### src/rtl/p2s_stream_pkg.sv
// ============================================================================
// Module  : p2s_stream_pkg
// Brief   : Shared FSM state encodings and bit-order constants for p2s_stream.
// Revision: 1.0
// ============================================================================
`default_nettype none

package p2s_stream_pkg;

   localparam logic [1:0] c_ST_IDLE  = 2'd0;
   localparam logic [1:0] c_ST_SHIFT = 2'd1;
   localparam logic [1:0] c_ST_GAP   = 2'd2;

   localparam int c_MSB_FIRST = 0;
   localparam int c_LSB_FIRST = 1;

   localparam int c_GAP_CNT_W = 4;

endpackage

`default_nettype wire

### src/rtl/p2s_hold_reg.sv
// ============================================================================
// Module  : p2s_hold_reg
// Brief   : One-entry holding buffer that sits behind the serial shifter.
// Revision: 1.0
// ============================================================================
`default_nettype none

module p2s_hold_reg #(
   parameter int DATA_W = 8
) (
   input  logic              clk,
   input  logic              reset_n,
   input  logic              wr_en,
   input  logic [DATA_W-1:0] wr_data,
   input  logic              rd_en,
   output logic              full,
   output logic [DATA_W-1:0] data
);

   logic              r_full;
   logic [DATA_W-1:0] r_data;

   // Writes and reads never coincide: the top only writes while this entry is empty.
   always_ff @(posedge clk or negedge reset_n) begin
      if (!reset_n) begin
         r_full <= 1'b0;
         r_data <= '0;
      end else if (wr_en) begin
         r_full <= 1'b1;
         r_data <= wr_data;
      end else if (rd_en) begin
         r_full <= 1'b0;
      end
   end

   assign full = r_full;
   assign data = r_data;

endmodule

`default_nettype wire

### src/rtl/p2s_stream.sv
// ============================================================================
// Module  : p2s_stream
// Brief   : Parallel-to-serial converter with one-word hold buffer, sync/ack
//           outputs, selectable bit order and optional inter-word idle gap.
// Revision: 1.0
// ============================================================================
`default_nettype none

module p2s_stream
   import p2s_stream_pkg::*;
#(
   parameter int DATA_W    = 8,
   parameter int LSB_FIRST = 0,
   parameter int IDLE_GAP  = 0
) (
   input  logic              clk,
   input  logic              reset_n,
   input  logic              valid,
   input  logic [DATA_W-1:0] data_in,
   output logic              ready,
   output logic              ack,
   output logic              data_out,
   output logic              sync,
   output logic              busy
);

   localparam int c_CNT_W = $clog2(DATA_W);
   localparam logic [c_CNT_W-1:0]     c_LAST_BIT   = c_CNT_W'(DATA_W - 1);
   localparam logic [c_GAP_CNT_W-1:0] c_GAP_RELOAD = c_GAP_CNT_W'((IDLE_GAP > 0) ? IDLE_GAP - 1 : 0);

   logic [1:0]             r_state;
   logic [DATA_W-1:0]      r_shift;
   logic [c_CNT_W-1:0]     r_bit_cnt;
   logic [c_GAP_CNT_W-1:0] r_gap_cnt;
   logic                   r_dout;
   logic                   r_sync;
   logic                   r_ack;

   logic              w_hold_full;
   logic [DATA_W-1:0] w_hold_data;
   logic              w_accept;
   logic              w_last;
   logic              w_gap_end;
   logic              w_word_done;
   logic              w_free;
   logic              w_direct;
   logic              w_hold_wr;
   logic              w_hold_rd;
   logic              w_load;
   logic [DATA_W-1:0] w_load_word;
   logic              w_first_bit;
   logic [DATA_W-1:0] w_load_shift;
   logic              w_next_bit;
   logic [DATA_W-1:0] w_next_shift;

   assign ready    = !w_hold_full;
   assign w_accept = valid && ready;

   assign w_last      = (r_state == c_ST_SHIFT) && (r_bit_cnt == c_LAST_BIT);
   assign w_gap_end   = (r_state == c_ST_GAP) && (r_gap_cnt == '0);
   assign w_word_done = (w_last && (IDLE_GAP == 0)) || w_gap_end;

   // A word arriving exactly when the shifter would go idle is loaded directly,
   // so the hold register only ever buffers a word that must wait.
   assign w_free      = (r_state == c_ST_IDLE) || (w_word_done && !w_hold_full);
   assign w_direct    = w_accept && w_free;
   assign w_hold_wr   = w_accept && !w_free;
   assign w_hold_rd   = w_word_done && w_hold_full;
   assign w_load      = w_direct || w_hold_rd;
   assign w_load_word = w_direct ? data_in : w_hold_data;

   generate
      if (LSB_FIRST == c_LSB_FIRST) begin : g_lsb_first
         assign w_first_bit  = w_load_word[0];
         assign w_load_shift = {1'b0, w_load_word[DATA_W-1:1]};
         assign w_next_bit   = r_shift[0];
         assign w_next_shift = {1'b0, r_shift[DATA_W-1:1]};
      end else begin : g_msb_first
         assign w_first_bit  = w_load_word[DATA_W-1];
         assign w_load_shift = {w_load_word[DATA_W-2:0], 1'b0};
         assign w_next_bit   = r_shift[DATA_W-1];
         assign w_next_shift = {r_shift[DATA_W-2:0], 1'b0};
      end
   endgenerate

   p2s_hold_reg #(
      .DATA_W (DATA_W)
   ) u_hold (
      .clk     (clk),
      .reset_n (reset_n),
      .wr_en   (w_hold_wr),
      .wr_data (data_in),
      .rd_en   (w_hold_rd),
      .full    (w_hold_full),
      .data    (w_hold_data)
   );

   always_ff @(posedge clk or negedge reset_n) begin
      if (!reset_n) begin
         r_state   <= c_ST_IDLE;
         r_shift   <= '0;
         r_bit_cnt <= '0;
         r_gap_cnt <= '0;
         r_dout    <= 1'b0;
         r_sync    <= 1'b0;
         r_ack     <= 1'b0;
      end else begin
         r_ack  <= w_accept;
         r_sync <= w_load;
         if (w_load) begin
            r_state   <= c_ST_SHIFT;
            r_shift   <= w_load_shift;
            r_bit_cnt <= '0;
            r_dout    <= w_first_bit;
         end else begin
            case (r_state)
               c_ST_SHIFT: begin
                  if (w_last) begin
                     r_dout <= 1'b0;
                     if (IDLE_GAP > 0) begin
                        r_state   <= c_ST_GAP;
                        r_gap_cnt <= c_GAP_RELOAD;
                     end else begin
                        r_state <= c_ST_IDLE;
                     end
                  end else begin
                     r_bit_cnt <= r_bit_cnt + c_CNT_W'(1);
                     r_shift   <= w_next_shift;
                     r_dout    <= w_next_bit;
                  end
               end
               c_ST_GAP: begin
                  r_dout <= 1'b0;
                  if (r_gap_cnt == '0) begin
                     r_state <= c_ST_IDLE;
                  end else begin
                     r_gap_cnt <= r_gap_cnt - c_GAP_CNT_W'(1);
                  end
               end
               default: begin
                  r_state <= c_ST_IDLE;
                  r_dout  <= 1'b0;
               end
            endcase
         end
      end
   end

   assign ack      = r_ack;
   assign data_out = r_dout;
   assign sync     = r_sync;
   assign busy     = (r_state != c_ST_IDLE);

endmodule

`default_nettype wire
### config.mk
export PLATFORM = sky130hd
export DESIGN_NAME = p2s_stream
export DESIGN_NICKNAME = d
export VERILOG_FILES = /design/src/rtl/p2s_stream_pkg.sv /design/src/rtl/p2s_hold_reg.sv /design/src/rtl/p2s_stream.sv
export SDC_FILE = /design/constraint.sdc
export NUM_CORES = 1
export LEC_CHECK = 0
export CAP_MARGIN = 20
export CELL_PAD_IN_SITES_DETAIL_PLACEMENT = 2
export CELL_PAD_IN_SITES_GLOBAL_PLACEMENT = 2
export CORE_UTILIZATION = 34
export DETAILED_ROUTE_END_ITERATION = 8
export HOLD_SLACK_MARGIN = 0.05
export PLACE_DENSITY = 0.81
export SYNTH_ARGS = -nofsm -noshare
export SYNTH_HDL_FRONTEND = slang
export SYNTH_SLANG_ARGS = --single-unit
### constraint.sdc
create_clock -name clk -period 2 [get_ports clk]
set_input_delay 0.4 -clock clk [delete_from_list [all_inputs] [get_ports clk]]
set_output_delay 0.4 -clock clk [all_outputs]
set_load 0.01 [all_outputs]
Word-level counts from Yosys, hierarchy flattened. Cells that the tools add are included.

Eq/ne operators: 6. Bitwise gates (word level): 2. Reduce and logical (&&, ||, !) cells: 20. Multiplexer cells: 16. $add $sub $neg: 2.

Operators by type and width (number): 8-bit 2-to-1 mux (4); 3-bit 2-to-1 mux (3); 1-bit logical AND (7); 2-bit 2-to-1 mux (3); 2-bit nonzero test (3); 1-bit 2-to-1 mux (5); 4-bit zero test (1); 2-bit one-hot mux with 2 select lines (1); 2-bit AND reduction (2); 4-bit by 1-bit subtractor with 4-bit output, second input constant (1); 3-bit by 1-bit adder with 3-bit output, second input constant (1); 3-bit equality test, second input constant (1); 1-bit logical OR (3); 3-bit by 2-bit != test with 1-bit output, second input constant (1); 3-bit != test, second input constant (1); 3-bit AND reduction (1); 2-bit by 1-bit equality test with 1-bit output, second input constant (1); 2-bit equality test, second input constant (1); 1-bit zero test (2); 2-bit zero test (1); 2-bit by 1-bit != test with 1-bit output, second input constant (1); 1-bit inverter (2).

Word-level logic and storage cells: 55. Register bits: 29. Output and inout bits: 5.

Longest topological paths before layout.
Word-level depth: 9. Mapped depth: 7. Depth with buffers taken out: 7.

Modules after synthesis. From an unflattened synthesis, not the netlist that was laid out.

Cells, all modules: 85. Area total of the unflattened synthesis: 1053.5 um^2.

By module, submodules not included: p2s_stream (cells each 65, instances 1, sequential area each 350.3 um^2, area each 684.4 um^2); p2s_hold_reg (cells each 20, instances 1, sequential area each 225.2 um^2, area each 369.1 um^2).

Worst setup path after synthesis. OpenSTA, ideal clock, no wires.

Path type: register -> register. Start point: register r_bit_cnt[0]. End point: register u_hold.r_data[0], in the netlist u_hold.data[0]. Arrival: 1523 ps. Data required time: 1875 ps. Path slack: 352 ps. Stages on the path, launching flop included: 6. Cell sequence: dfrtp_1 -> ha_1 -> ha_1 -> nand2b_2 -> nor2_4 -> mux2_2.

Cells in the longest elaborated chain, start to end: 7.

Ends and longest elaborated chain: from (decl) (RTL line p2s_stream.sv:33) `logic [c_CNT_W-1:0] r_bit_cnt;`; from (signal assigned) (RTL line p2s_stream.sv:127) `r_bit_cnt <= r_bit_cnt + c_CNT_W'(1);`; 3-bit equality test (RTL line p2s_stream.sv:59) `assign w_last = (r_state == c_ST_SHIFT) && (r_bit_cnt == c_LAST_BIT);`; 1-bit logical AND (RTL line p2s_stream.sv:59); 1-bit logical OR (RTL line p2s_stream.sv:61) `assign w_word_done = (w_last && (IDLE_GAP == 0)) || w_gap_end;`; 1-bit logical AND (RTL line p2s_stream.sv:65) `assign w_free = (r_state == c_ST_IDLE) || (w_word_done && !w_hold_full);`; 1-bit logical OR (RTL line p2s_stream.sv:65); 1-bit zero test (RTL line p2s_stream.sv:67) `assign w_hold_wr = w_accept && !w_free;`; 1-bit logical AND (RTL line p2s_stream.sv:67); to (signal assigned) (RTL line p2s_hold_reg.sv:30) `r_data <= wr_data;`; to (decl) (RTL line p2s_hold_reg.sv:21) `logic [DATA_W-1:0] r_data;`.

No other way between the ends. A chain may end at the register's enable or synchronous reset.

Worst setup path after layout.
Start point: register u_hold.r_full, in the netlist u_hold.full. End point: output ready.

Cells in the longest elaborated chain, start to end: 1.

Ends and longest elaborated chain: from (decl) (RTL line p2s_hold_reg.sv:20) `logic r_full;`; from (signal assigned) (RTL line p2s_hold_reg.sv:26) `r_full <= 1'b0;`; from (signal assigned) (RTL line p2s_hold_reg.sv:29) `r_full <= 1'b1;`; from (signal assigned) (RTL line p2s_hold_reg.sv:32) `r_full <= 1'b0;`; 1-bit zero test (RTL line p2s_stream.sv:56) `assign ready = !w_hold_full;`; to (decl) (RTL line p2s_stream.sv:20) `output logic ready,`.

No other way between the ends.

==> flow_summary.ini <==
[outcome]
status = finished, violations left
violations = DRC

[synthesis]
post_synth_top_flop = sky130_fd_sc_hd__dfrtp_1
synthCells = 91
synth_edf_count = 0
yosysSeqAreaShare_pct = 55.3
synth_cell_types = 23
syn-num-nets = 104
synth_area_mm2 = 0.00104
fraction_of_registers_with_async_set_reset_pct = 100
ys_seq_elements = 23
synthesis.area_per_instance_um2 = 11.4
yosys_warn_count = 0

[global_route]
antenna_violations_before_repair = 0
globalRouteTotalUtil_pct = 17.8
first_pass_grt_wire_length_um = 4270
vias_in_the_first_global_route = 850
grt.met3_usage_pct = 2.72
grt_start_max_net_pins = 24
globalRouteMet2Util_pct = 29.6
globalRouteOverflowTotal = 0
globalRouteMet1Util_pct = 23.4
busiest_layer = met2

[drt]
routed_wl_um = 2480
avgRoutedWirePerCell_um = 17.5
first_iter_violations = 7
drt.antenna.violating_nets = 0
remaining_drc_errors = 1
count_of_vias_placed_by_the_detailed_router = 765
viasPerCell = 5.39
drt_pass1_iterations = 8

[floorplan]
die_width_um = 57.3
starting_utilization_of_the_core_area_pct = 36.8
die_area_mm2 = 0.00329
area_of_the_placeable_core_mm2 = 0.00283
die_h_um = 57.3
core.rowCount = 19
boundary_pins = 16

[timing]
tns_setup_ns = 0
timing.hold.ws_ns = 0.421
finClkSkew_ns = 0.00785
max-slew-margin-rel_pct = 79.6
tightestPinTransition_ns = 0.305
min_period_ns = 1.92
min_period_over_period_pct = 95.8
number_of_max_slew_violations_in_the_final_report = 0
max_clock_freq_mhz = 522
final_setup_violation_count = 0
rsz0062_at_grt = false
timing_hold_violations_final = 0

[place]
placed_cells_incl_taps = 138
hpwl_um = 1840
portBuffers = 15
placed_area_mm2 = 0.00124
finalWeightedCongestion = 0.760

[layout]
area_growth_pct = 22.4
seq_area_um2 = 576
fillers = 297
diodes = 0
drive_above_1_share_pct = 19.8
multi_input_area_um2 = 440
final_standard_cell_area_without_fillers_mm2 = 0.00127
stdcell_count = 142
final_nets = 125

[power_and_ir_drop]
design_power_total_mw = 1.93
total_leakage_power_nw = 0.546
power_density_mw_per_mm2 = 1520
ir_worst_vdd_mv = 0.485

[critical_path]
timing.rr.start = r_bit_cnt[0]
arrival_ns = 1.52
crit_path_max_fanout = 8
critPathRequiredTime_ns = 1.60
timing.critical_path.from_type = flop
timing.critical_path.to_type = output pin
worstSetupPathType = reg2out
critical_path.startpoint = u_hold.full

[run]
max_cap_violations = 0

[clock_network]
tritoncts_sinks = 23
tritoncts = done
source_to_sink_clock_delay_at_the_later_pin_of_the_worst_skew_pair_ns = 0.32
h-tree-depth = 1
path_clk_slew_ns = 0.13
tritoncts.num_buffers = 3
cts_root_buf = sky130_fd_sc_hd__clkbuf_4
clock_path_buffers = 2

[worst_hold_path]
min-delay-path-class = in2async
worst paths after layout:
check                      cells after the start             end  slack (ns)
setup / recovery                               2           ready        0.08
hold / removal                                 2      r_shift[6]        0.42
setup reg to reg                               5  u_hold.data[7]        0.17
hold reg to reg                                1  u_hold.data[2]        0.52
max in group asynchronous                      2     u_hold.full        1.34
min in group clk                               1  u_hold.data[2]        0.52
cell families after synthesis:
kind of cell | count (synthesis) | share of synthesized area (%)
and+or+nand+nor | 27 | 14.2
buffers and inverters | 6 | 2.40
adders and majority gates | 2 | 2.40
AOI/OAI and AO/OA | 25 | 17.1
muxes | 8 | 8.65
DFF | 23 | 55.3
report_power, final:
part / switching [mW] / total, mW / leakage, nW / internal [mW]
combinational: 0.480 / 0.907 / 0.250 / 0.428
sequential: 0.122 / 0.801 / 0.281 / 0.678
clock: 0.147 / 0.225 / 0.0150 / 0.0781
registers in the layout, indices dropped and copies added, names as in the netlist:
signal / flops
r_state: 1
r_bit_cnt: 3
sync: 1
u_hold.full: 1
ack: 1
r_shift: 7
u_hold.data: 8
data_out: 1
critical path, cell delays in order (launching register included):
cell                              delay [ns]
sky130_fd_sc_hd__dfrtp_1                0.50
sky130_fd_sc_hd__inv_4                  0.15
sky130_fd_sc_hd__clkdlybuf4s50_1        0.55
layout by cell type, fill, tap and decap left out, drive strengths merged:
cell and instances:
dfrtp 23, clkdlybuf4s50 15, nand2 10, a21oi 9
mux2 8, o21ai 8, nor2 7, o2bb2ai 6
nand3 4, clkbuf 4, inv 4, buf 3
nand4 2, a22o 2, ha 2, nand2b 2
and2 1, nor2b 1
layout make-up:
type                            count  share of cell area [%]
Timing Repair Buffer               18                    13.6
Clock buffer                        4                    2.06
Inverter                            4                    1.57
Sequential cell                    23                    45.2
Multi-Input combinational cell     62                    34.6
Tap cell                           31                    3.05
metrics by stage:
step | utilization, % | worst slack [ns]
floorplan | - | 0.352
global placement | 44.0 | 0.179
detailed placement | 44.0 | 0.137
CTS | 44.9 | 0.0213
global route | 45.0 | 0.0103
finish | 45.0 | 0.0849
layer usage:
layer | up-vias | share of wire [%]
li1 | 363 | -
met1 | 383 | 46
met2 | 14 | 50
met3 | 5 | 2.1
met4 | 0 | 1.9
met5 | - | 0
synth_stat cells, types with 2 or more instances:
cell type | instances | area, um^2
sky130_fd_sc_hd__dfrtp_1 | 23 | 576
sky130_fd_sc_hd__clkbuf_1 | 2 | 7.51
sky130_fd_sc_hd__a22o_1 | 2 | 17.5
sky130_fd_sc_hd__ha_1 | 2 | 25.0
sky130_fd_sc_hd__inv_2 | 2 | 7.51
sky130_fd_sc_hd__mux2_2 | 8 | 90.1
sky130_fd_sc_hd__nand4_1 | 2 | 12.5
sky130_fd_sc_hd__nand3_1 | 4 | 20.0
sky130_fd_sc_hd__nand2_1 | 9 | 33.8
sky130_fd_sc_hd__a21oi_1 | 8 | 40.0
sky130_fd_sc_hd__o21ai_0 | 7 | 35.0
sky130_fd_sc_hd__o2bb2ai_1 | 6 | 52.6
sky130_fd_sc_hd__nor2_1 | 6 | 22.5
what timing repair did:
| item | in CTS | in global routing |
|---|---|---|
| setup buffers | 0 | 0 |
| resized for setup | 0 | 1 |
| endpoints found under the setup margin | 0 | 1 |
| hold buffers | 0 | 0 |
No activity file was read; power rests on OpenSTA's default activity.
